`src/rtl/sa_weight_load_ctrl_pkg.sv`:
```
// ----------------------------------------------------------------------------
// sa_ctrl_pkg
// Shared constants for the systolic-array weight load controller:
//   - tile geometry (3x3 tile, 9 weights)
//   - issue counter and weight-memory address widths
//   - FSM state encodings (also exposed on the controller's debug port)
// ----------------------------------------------------------------------------
package sa_ctrl_pkg;

    localparam int TILE_DIM = 3;
    localparam int TILE_N_W = TILE_DIM * TILE_DIM;

    localparam int CNT_W  = 4;
    localparam int ADDR_W = 6;

    typedef logic [1:0] state_t;

    localparam logic [1:0] ST_IDLE = 2'd0;
    localparam logic [1:0] ST_LOAD = 2'd1;
    localparam logic [1:0] ST_LAST = 2'd2;
    localparam logic [1:0] ST_DONE = 2'd3;

endpackage

```
`src/rtl/sa_weight_load_ctrl_if.sv`:
```
// ----------------------------------------------------------------------------
// sa_weight_load_ctrl_if
// Bundles the controller's request, weight-memory and array-side signals.
//
//   start      request to load one tile (honoured only while idle)
//   base_addr  tile base address, captured when start is honoured
//   sa_ready   array flow control
//   mem_rd_en  weight memory read strobe
//   mem_addr   weight memory read address
//   mem_rdata  weight memory read data (one cycle after mem_rd_en)
//   w_valid    w_data / w_idx valid towards the array
//   w_data     weight word
//   w_idx      issue ordinal 0..8 of the presented word
//   busy       tile in progress
//   done       one-cycle completion pulse
//
// Handshake: sa_ready is a look-ahead permit. When sa_ready=1 in cycle N the
// controller may read memory in cycle N, and the array is then obliged to
// accept the word presented (w_valid=1) in cycle N+1. There is no back
// pressure on w_valid itself; stalls happen only on the read side.
//
// Modports: slave = controller side, master = environment side.
// ----------------------------------------------------------------------------
interface sa_weight_load_ctrl_if #(
    parameter int DATA_W = 8
);
    import sa_ctrl_pkg::*;

    logic                 start;
    logic [ADDR_W-1:0]    base_addr;
    logic                 sa_ready;
    logic                 mem_rd_en;
    logic [ADDR_W-1:0]    mem_addr;
    logic [DATA_W-1:0]    mem_rdata;
    logic                 w_valid;
    logic [DATA_W-1:0]    w_data;
    logic [CNT_W-1:0]     w_idx;
    logic                 busy;
    logic                 done;

    modport slave (
        input  start, base_addr, sa_ready, mem_rdata,
        output mem_rd_en, mem_addr, w_valid, w_data, w_idx, busy, done
    );

    modport master (
        output start, base_addr, sa_ready, mem_rdata,
        input  mem_rd_en, mem_addr, w_valid, w_data, w_idx, busy, done
    );

endinterface

```
`src/rtl/sa_weight_load_ctrl_addr_map.sv`:
```
// ----------------------------------------------------------------------------
// sa_weight_addr_map
// Combinational issue-count to tile-offset map. Weights are stored row-major
// but the array wants them column-major, so issue k reads offset
// TILE_DIM*(k mod TILE_DIM) + k/TILE_DIM: 0,3,6,1,4,7,2,5,8.
//
//   cnt_i     issue counter (0..8 meaningful)
//   offset_o  offset within the tile
// ----------------------------------------------------------------------------
module sa_weight_addr_map
    import sa_ctrl_pkg::*;
(
    input  logic [CNT_W-1:0]  cnt_i,
    output logic [ADDR_W-1:0] offset_o
);

    logic [CNT_W-1:0] col;
    logic [CNT_W-1:0] row;

    always_comb begin
        col      = cnt_i % CNT_W'(TILE_DIM);
        row      = cnt_i / CNT_W'(TILE_DIM);
        offset_o = ADDR_W'(col) * ADDR_W'(TILE_DIM) + ADDR_W'(row);
    end

endmodule

```
`src/rtl/sa_weight_load_ctrl.sv`:
```
// ----------------------------------------------------------------------------
// sa_weight_load_ctrl
// Loads one 3x3 weight tile from weight memory into a systolic array in
// transposed order. One start request produces nine reads (stalled by
// sa_ready), nine presented words one cycle later, then a done pulse.
//
//   clk          clock, rising edge
//   reset_n      asynchronous active-low reset
//   bus          sa_weight_load_ctrl_if.slave (request, memory, array side)
//   state_dbg_o  current FSM state (ST_* encodings from sa_ctrl_pkg)
// ----------------------------------------------------------------------------
module sa_weight_load_ctrl
    import sa_ctrl_pkg::*;
#(
    parameter int DATA_W = 8,
    parameter int N_W    = TILE_N_W
) (
    input  logic                         clk,
    input  logic                         reset_n,
    sa_weight_load_ctrl_if.slave         bus,
    output logic [1:0]                   state_dbg_o
);

    logic [1:0]        state_q, state_d;
    logic [CNT_W-1:0]  cnt_q, cnt_d;
    logic [ADDR_W-1:0] base_q, base_d;
    logic              w_valid_q;
    logic [CNT_W-1:0]  w_idx_q;

    logic              issue;
    logic              last_issue;
    logic [ADDR_W-1:0] offset;
    logic [DATA_W-1:0] w_data_d;

    sa_weight_addr_map u_addr_map (
        .cnt_i    (cnt_q),
        .offset_o (offset)
    );

    // A read goes out in every LOAD cycle the array grants; otherwise the
    // counter simply holds.
    assign issue      = (state_q == ST_LOAD) && bus.sa_ready;
    assign last_issue = issue && (cnt_q == CNT_W'(N_W - 1));

    always_comb begin
        state_d = state_q;
        cnt_d   = cnt_q;
        base_d  = base_q;
        case (state_q)
            ST_IDLE: begin
                if (bus.start) begin
                    state_d = ST_LOAD;
                    cnt_d   = '0;
                    base_d  = bus.base_addr;
                end
            end
            ST_LOAD: begin
                if (issue) begin
                    cnt_d = last_issue ? '0 : cnt_q + 1'b1;
                end
                if (last_issue) begin
                    state_d = ST_LAST;
                end
            end
            ST_LAST: state_d = ST_DONE;
            ST_DONE: state_d = ST_IDLE;
            default: state_d = ST_IDLE;
        endcase
    end

    always_ff @(posedge clk or negedge reset_n) begin
        if (!reset_n) begin
            state_q   <= ST_IDLE;
            cnt_q     <= '0;
            base_q    <= '0;
            w_valid_q <= 1'b0;
            w_idx_q   <= '0;
        end else begin
            state_q   <= state_d;
            cnt_q     <= cnt_d;
            base_q    <= base_d;
            w_valid_q <= issue;
            if (issue) begin
                w_idx_q <= cnt_q;
            end
        end
    end

    // Memory data arrives exactly when w_valid is up, so it is forwarded
    // without a register; it is forced to zero otherwise so the array bus
    // stays quiet (and reads zero during reset).
    assign w_data_d = w_valid_q ? bus.mem_rdata : '0;

    assign bus.mem_rd_en = issue;
    assign bus.mem_addr  = base_q + offset;
    assign bus.w_valid   = w_valid_q;
    assign bus.w_data    = w_data_d;
    assign bus.w_idx     = w_idx_q;
    assign bus.busy      = (state_q != ST_IDLE);
    assign bus.done      = (state_q == ST_DONE);
    assign state_dbg_o   = state_q;

endmodule
```
`src/flat_wrapper.sv`:
```
// flat-port wrapper written by rule: the top's interface ports become plain ports
module sa_weight_load_ctrl_flat import sa_ctrl_pkg::*;
#(
    parameter int DATA_W = 8,
    parameter int N_W    = TILE_N_W
)
  (clk, reset_n, state_dbg_o, bus_start, bus_base_addr, bus_sa_ready, bus_mem_rdata, bus_mem_rd_en, bus_mem_addr, bus_w_valid, bus_w_data, bus_w_idx, bus_busy, bus_done);
  sa_weight_load_ctrl_if #(.DATA_W(DATA_W)) bus_i ();
  input  logic clk;
  input  logic reset_n;
  output logic [1:0] state_dbg_o;
  input wire logic [$bits(bus_i.start)-1:0] bus_start;
  input wire logic [$bits(bus_i.base_addr)-1:0] bus_base_addr;
  input wire logic [$bits(bus_i.sa_ready)-1:0] bus_sa_ready;
  input wire logic [$bits(bus_i.mem_rdata)-1:0] bus_mem_rdata;
  output wire logic [$bits(bus_i.mem_rd_en)-1:0] bus_mem_rd_en;
  output wire logic [$bits(bus_i.mem_addr)-1:0] bus_mem_addr;
  output wire logic [$bits(bus_i.w_valid)-1:0] bus_w_valid;
  output wire logic [$bits(bus_i.w_data)-1:0] bus_w_data;
  output wire logic [$bits(bus_i.w_idx)-1:0] bus_w_idx;
  output wire logic [$bits(bus_i.busy)-1:0] bus_busy;
  output wire logic [$bits(bus_i.done)-1:0] bus_done;
  assign bus_i.start = bus_start;
  assign bus_i.base_addr = bus_base_addr;
  assign bus_i.sa_ready = bus_sa_ready;
  assign bus_i.mem_rdata = bus_mem_rdata;
  assign bus_mem_rd_en = bus_i.mem_rd_en;
  assign bus_mem_addr = bus_i.mem_addr;
  assign bus_w_valid = bus_i.w_valid;
  assign bus_w_data = bus_i.w_data;
  assign bus_w_idx = bus_i.w_idx;
  assign bus_busy = bus_i.busy;
  assign bus_done = bus_i.done;
  sa_weight_load_ctrl #(.DATA_W(DATA_W), .N_W(N_W)) u_core (.clk(clk), .reset_n(reset_n), .bus(bus_i), .state_dbg_o(state_dbg_o));
endmodule
```
`config.mk`:
```
export PLATFORM = sky130hd
export DESIGN_NAME = sa_weight_load_ctrl_flat
export DESIGN_NICKNAME = d
export VERILOG_FILES = /design/src/rtl/sa_weight_load_ctrl_pkg.sv /design/src/rtl/sa_weight_load_ctrl_if.sv /design/src/rtl/sa_weight_load_ctrl_addr_map.sv /design/src/rtl/sa_weight_load_ctrl.sv /design/src/flat_wrapper.sv
export SDC_FILE = /design/constraint.sdc
export NUM_CORES = 1
export LEC_CHECK = 0
export ABC_AREA = 0
export CAP_MARGIN = 30
export CORE_ASPECT_RATIO = 0.9
export CORE_MARGIN = 2
export CORE_UTILIZATION = 58
export CTS_BUF_LIST = sky130_fd_sc_hd__clkbuf_16
export DETAILED_ROUTE_END_ITERATION = 8
export DONT_BUFFER_PORTS = 1
export PLACE_DENSITY = 0.76
export SLEW_MARGIN = 20
export SYNTH_ARGS = -nofsm -noshare
export SYNTH_HDL_FRONTEND = slang
export SYNTH_SLANG_ARGS = --single-unit
```
`constraint.sdc`:
```
create_clock -name clk -period 11.8 [get_ports clk]
set_input_delay 0.59 -clock clk [delete_from_list [all_inputs] [get_ports clk]]
set_output_delay 0.59 -clock clk [all_outputs]
set_load 0.02 [all_outputs]
```
==> results.cfg <==
[outcome]
status = finished clean

[global_route]
grt_max_degree = 18
grt_pass1_wl_um = 4402
grt.total_usage = 0.1872
globalRouteMet1Util = 0.2322
grt.met2_usage = 0.3391
use_met3 = 0.04229
busiest_layer = met2
antenna_found_initial = 0
grt_overflow_total = 0
grt_pass1_vias = 1035

[clock_network]
numCtsBuffers = 3
clkLatencyLatePin_ns = 0.24
h-tree-depth = 1
hold_buffers = 0
cts_resized = 0
cts_max_path_buffers = 2
cts.sinks = 17
cts_tree = yes
cts-root-buf = clkbuf_16
clkSlewWorstSetupHoldPaths_ns = 0.05
post_cts_buffers = 0

[placed_design]
hpwl_um = 2119
placed_cells = 178
gp_congestion = 0.8186
portBuffers = 0
pre_cts_ws_ns = 6.639

[sta]
setup_ws_ns = 6.348
max_slew.worst_pin.slew_ns = 0.4856
post-route-period-util = 0.4620
finalMaxSlewViolations = 0
setup_viol = 0
rsz0062_at_grt = no
hold_viol_final = 0
relSlewSlack = 0.6740
finClkSkew_ns = 0.004401
period_minus_slack_ns = 5.452
max_freq_mhz = 183.4
tns_ns = 0

[yosys]
synth_top_area_frac = 0.2884
yosysTopAreaCell = dfrtp_1
avgSynthCellArea_um2 = 9.769
synth_cell_types = 31
netlist_area_um2 = 1475
syn-num-nets = 194
yosys_warnings = 0
syn_inst = 151
ys_seq_area_frac = 0.2884
async_flop_share = 1.000
netlist_top_cells_area = dfrtp_1 (29%), ha_1 (19%), mux2_2 (6.9%), inv_1 (4.8%), xnor2_1 (4.2%)
synth_top_flop_cell = dfrtp_1
synth_edf_count = 0
synth_seq_cells = 17

[die]
dieWidth_um = 57.16
start_util = 0.6084
pin_count = 42
rows = 17
dieArea_um2 = 2963
coreArea_um2 = 2425
die_h_um = 51.85

[cells_and_area]
finalNetCount = 198
syn2layout_area_growth_pct = 7.464
final_cell_count_no_fill = 182
antenna_cells = 0
mostFrequentLayoutCell = ha_1
mostFrequentLayoutCells = ha_1 (22), inv_1 (19), dfrtp_1 (17), nand2_1 (14), o21ai_0 (11)
drive_gt1_frac = 0.1494

[detailed_routing]
viasPerCell = 5.709
via_count = 1039
drc = 0
ant_nets = 0
drtIter0Drc = 27
finalWirelength_um = 2490
first_pass_iters = 4
avgRoutedWirePerCell_um = 13.68

[power]
power.leakage_nw = 0.8245
peakVddDrop_v = 0.0002250
power.density_nw_per_um2 = 240.5

[critical_path]
cp_max_fo = 11
cpMostUsedCell = ha_1
reg2reg_to = u_core.cnt_q[3]$_DFFE_PN0P_
start_kind = flip-flop
cp_cell_sequence = nand2b_4 -> inv_2 -> ha_1 -> a211o_4 -> xnor2_4 -> ha_1 -> a21oi_1 -> o221ai_4 -> ha_1 -> inv_1 -> xnor2_1 -> ha_1 -> a21oi_1 -> fa_1 -> fa_1 -> inv_1 -> a21o_1 -> a21oi_1 -> xnor2_1
reg2reg_slack_ns = 9.75
cp.required_ns = 11.21
worst_ep_arrival_time_ns = 4.86
setup.worst_path.class = reg -> out
reg2reg_from = u_core.state_dbg_o[1]$_DFFE_PN0P_
critPathMaxStageDelay_ns = 0.48
cpLargestDelayFamily = adder cells
r2r_cells = 7
critPathBufInv = 3
cpMaxStageDelayCell = dfrtp_1
endpoint_kind = output pin

[min_path]
holdCritPathClass = in -> async

[run]
maxCapViolCount = 0
-- metal layers --
metal,vias to the layer above,part of all wire
met2,43,0.51
li1,514,-
met3,0,0.065
met1,482,0.43
met5,-,0
met4,0,0
-- kinds of logic after synthesis --
family / Yosys count / synth area share
adder cells (fa/ha/maj): 25 / 0.2273
multiplexers: 13 / 0.09839
buffers and inverters: 21 / 0.05428
AND/OR/NAND/NOR: 37 / 0.1289
XOR/XNOR: 8 / 0.06022
flip-flops: 17 / 0.2884
AO/OA/AOI/OAI: 30 / 0.1425
-- Yosys cell counts, types with 3 or more instances --
master   count
o21ai_0     11
a21oi_1      8
and2_1       8
inv_1       19
mux2i_1      3
nand3_1      3
fa_1         3
ha_1        22
xnor2_1      7
a21o_1       4
nor2_1       6
nand2_1     14
mux2_2       9
dfrtp_1     17
-- registers in the layout, summed over array words and instances (netlist names) --
signal	cells
u_core.bus.w_valid	1
u_core.base_q	6
u_core.cnt_q	4
u_core.state_dbg_o	2
u_core.bus.w_idx	4
-- cell type report --
type | instances | area [um2]
clock buffers | 3 | 75.07
clock inverters | 1 | 5.005
fillers | 199 | 839.6
inverters | 20 | 75.07
multi-input cells | 113 | 969.7
flip-flops and latches | 17 | 425.4
well taps | 28 | 35.03
-- metrics by stage --
| step | instance area [um2] | total power [mW] | hold WS (ns) | util |
|---|---|---|---|---|
| detailed placement | 1505 | 0.3161 | 0.2947 | 0.6207 |
| global placement | 1505 | 0.3070 | 0.2947 | 0.6207 |
| finish | 1585 | 0.3813 | 0.03612 | 0.6538 |
| global route | 1585 | 0.4136 | 0.02673 | 0.6538 |
| CTS | 1585 | 0.3852 | 0.03345 | 0.6538 |
| floorplan | 1475 | 0.2835 | 0.2944 | - |
-- worst max-delay path by stage --
stage / startpoint / to / slack [ns] / cells after the start
after global placement: u_core.cnt_q[2]$_DFFE_PN0P_ / bus_mem_addr[5] / 6.74 / 19
final: u_core.cnt_q[2]$_DFFE_PN0P_ / bus_mem_addr[5] / 6.35 / 19
after global routing: u_core.cnt_q[3]$_DFFE_PN0P_ / bus_mem_addr[5] / 6.00 / 19
after detailed placement: u_core.cnt_q[2]$_DFFE_PN0P_ / bus_mem_addr[5] / 6.64 / 19
after CTS: u_core.cnt_q[3]$_DFFE_PN0P_ / bus_mem_addr[5] / 6.37 / 19
after floorplan: u_core.cnt_q[0]$_DFFE_PN0P_ / bus_mem_addr[5] / 7.02 / 18
-- report_power, final --
group	leakage (nW)	total, mW	switching, mW	internal (mW)
sequential	0.218	0.104	0.0259	0.0786
combinational	0.566	0.211	0.131	0.0796
clock	0.0409	0.0662	0.0210	0.0452
Note: power is estimated with default switching activity, not from simulation.
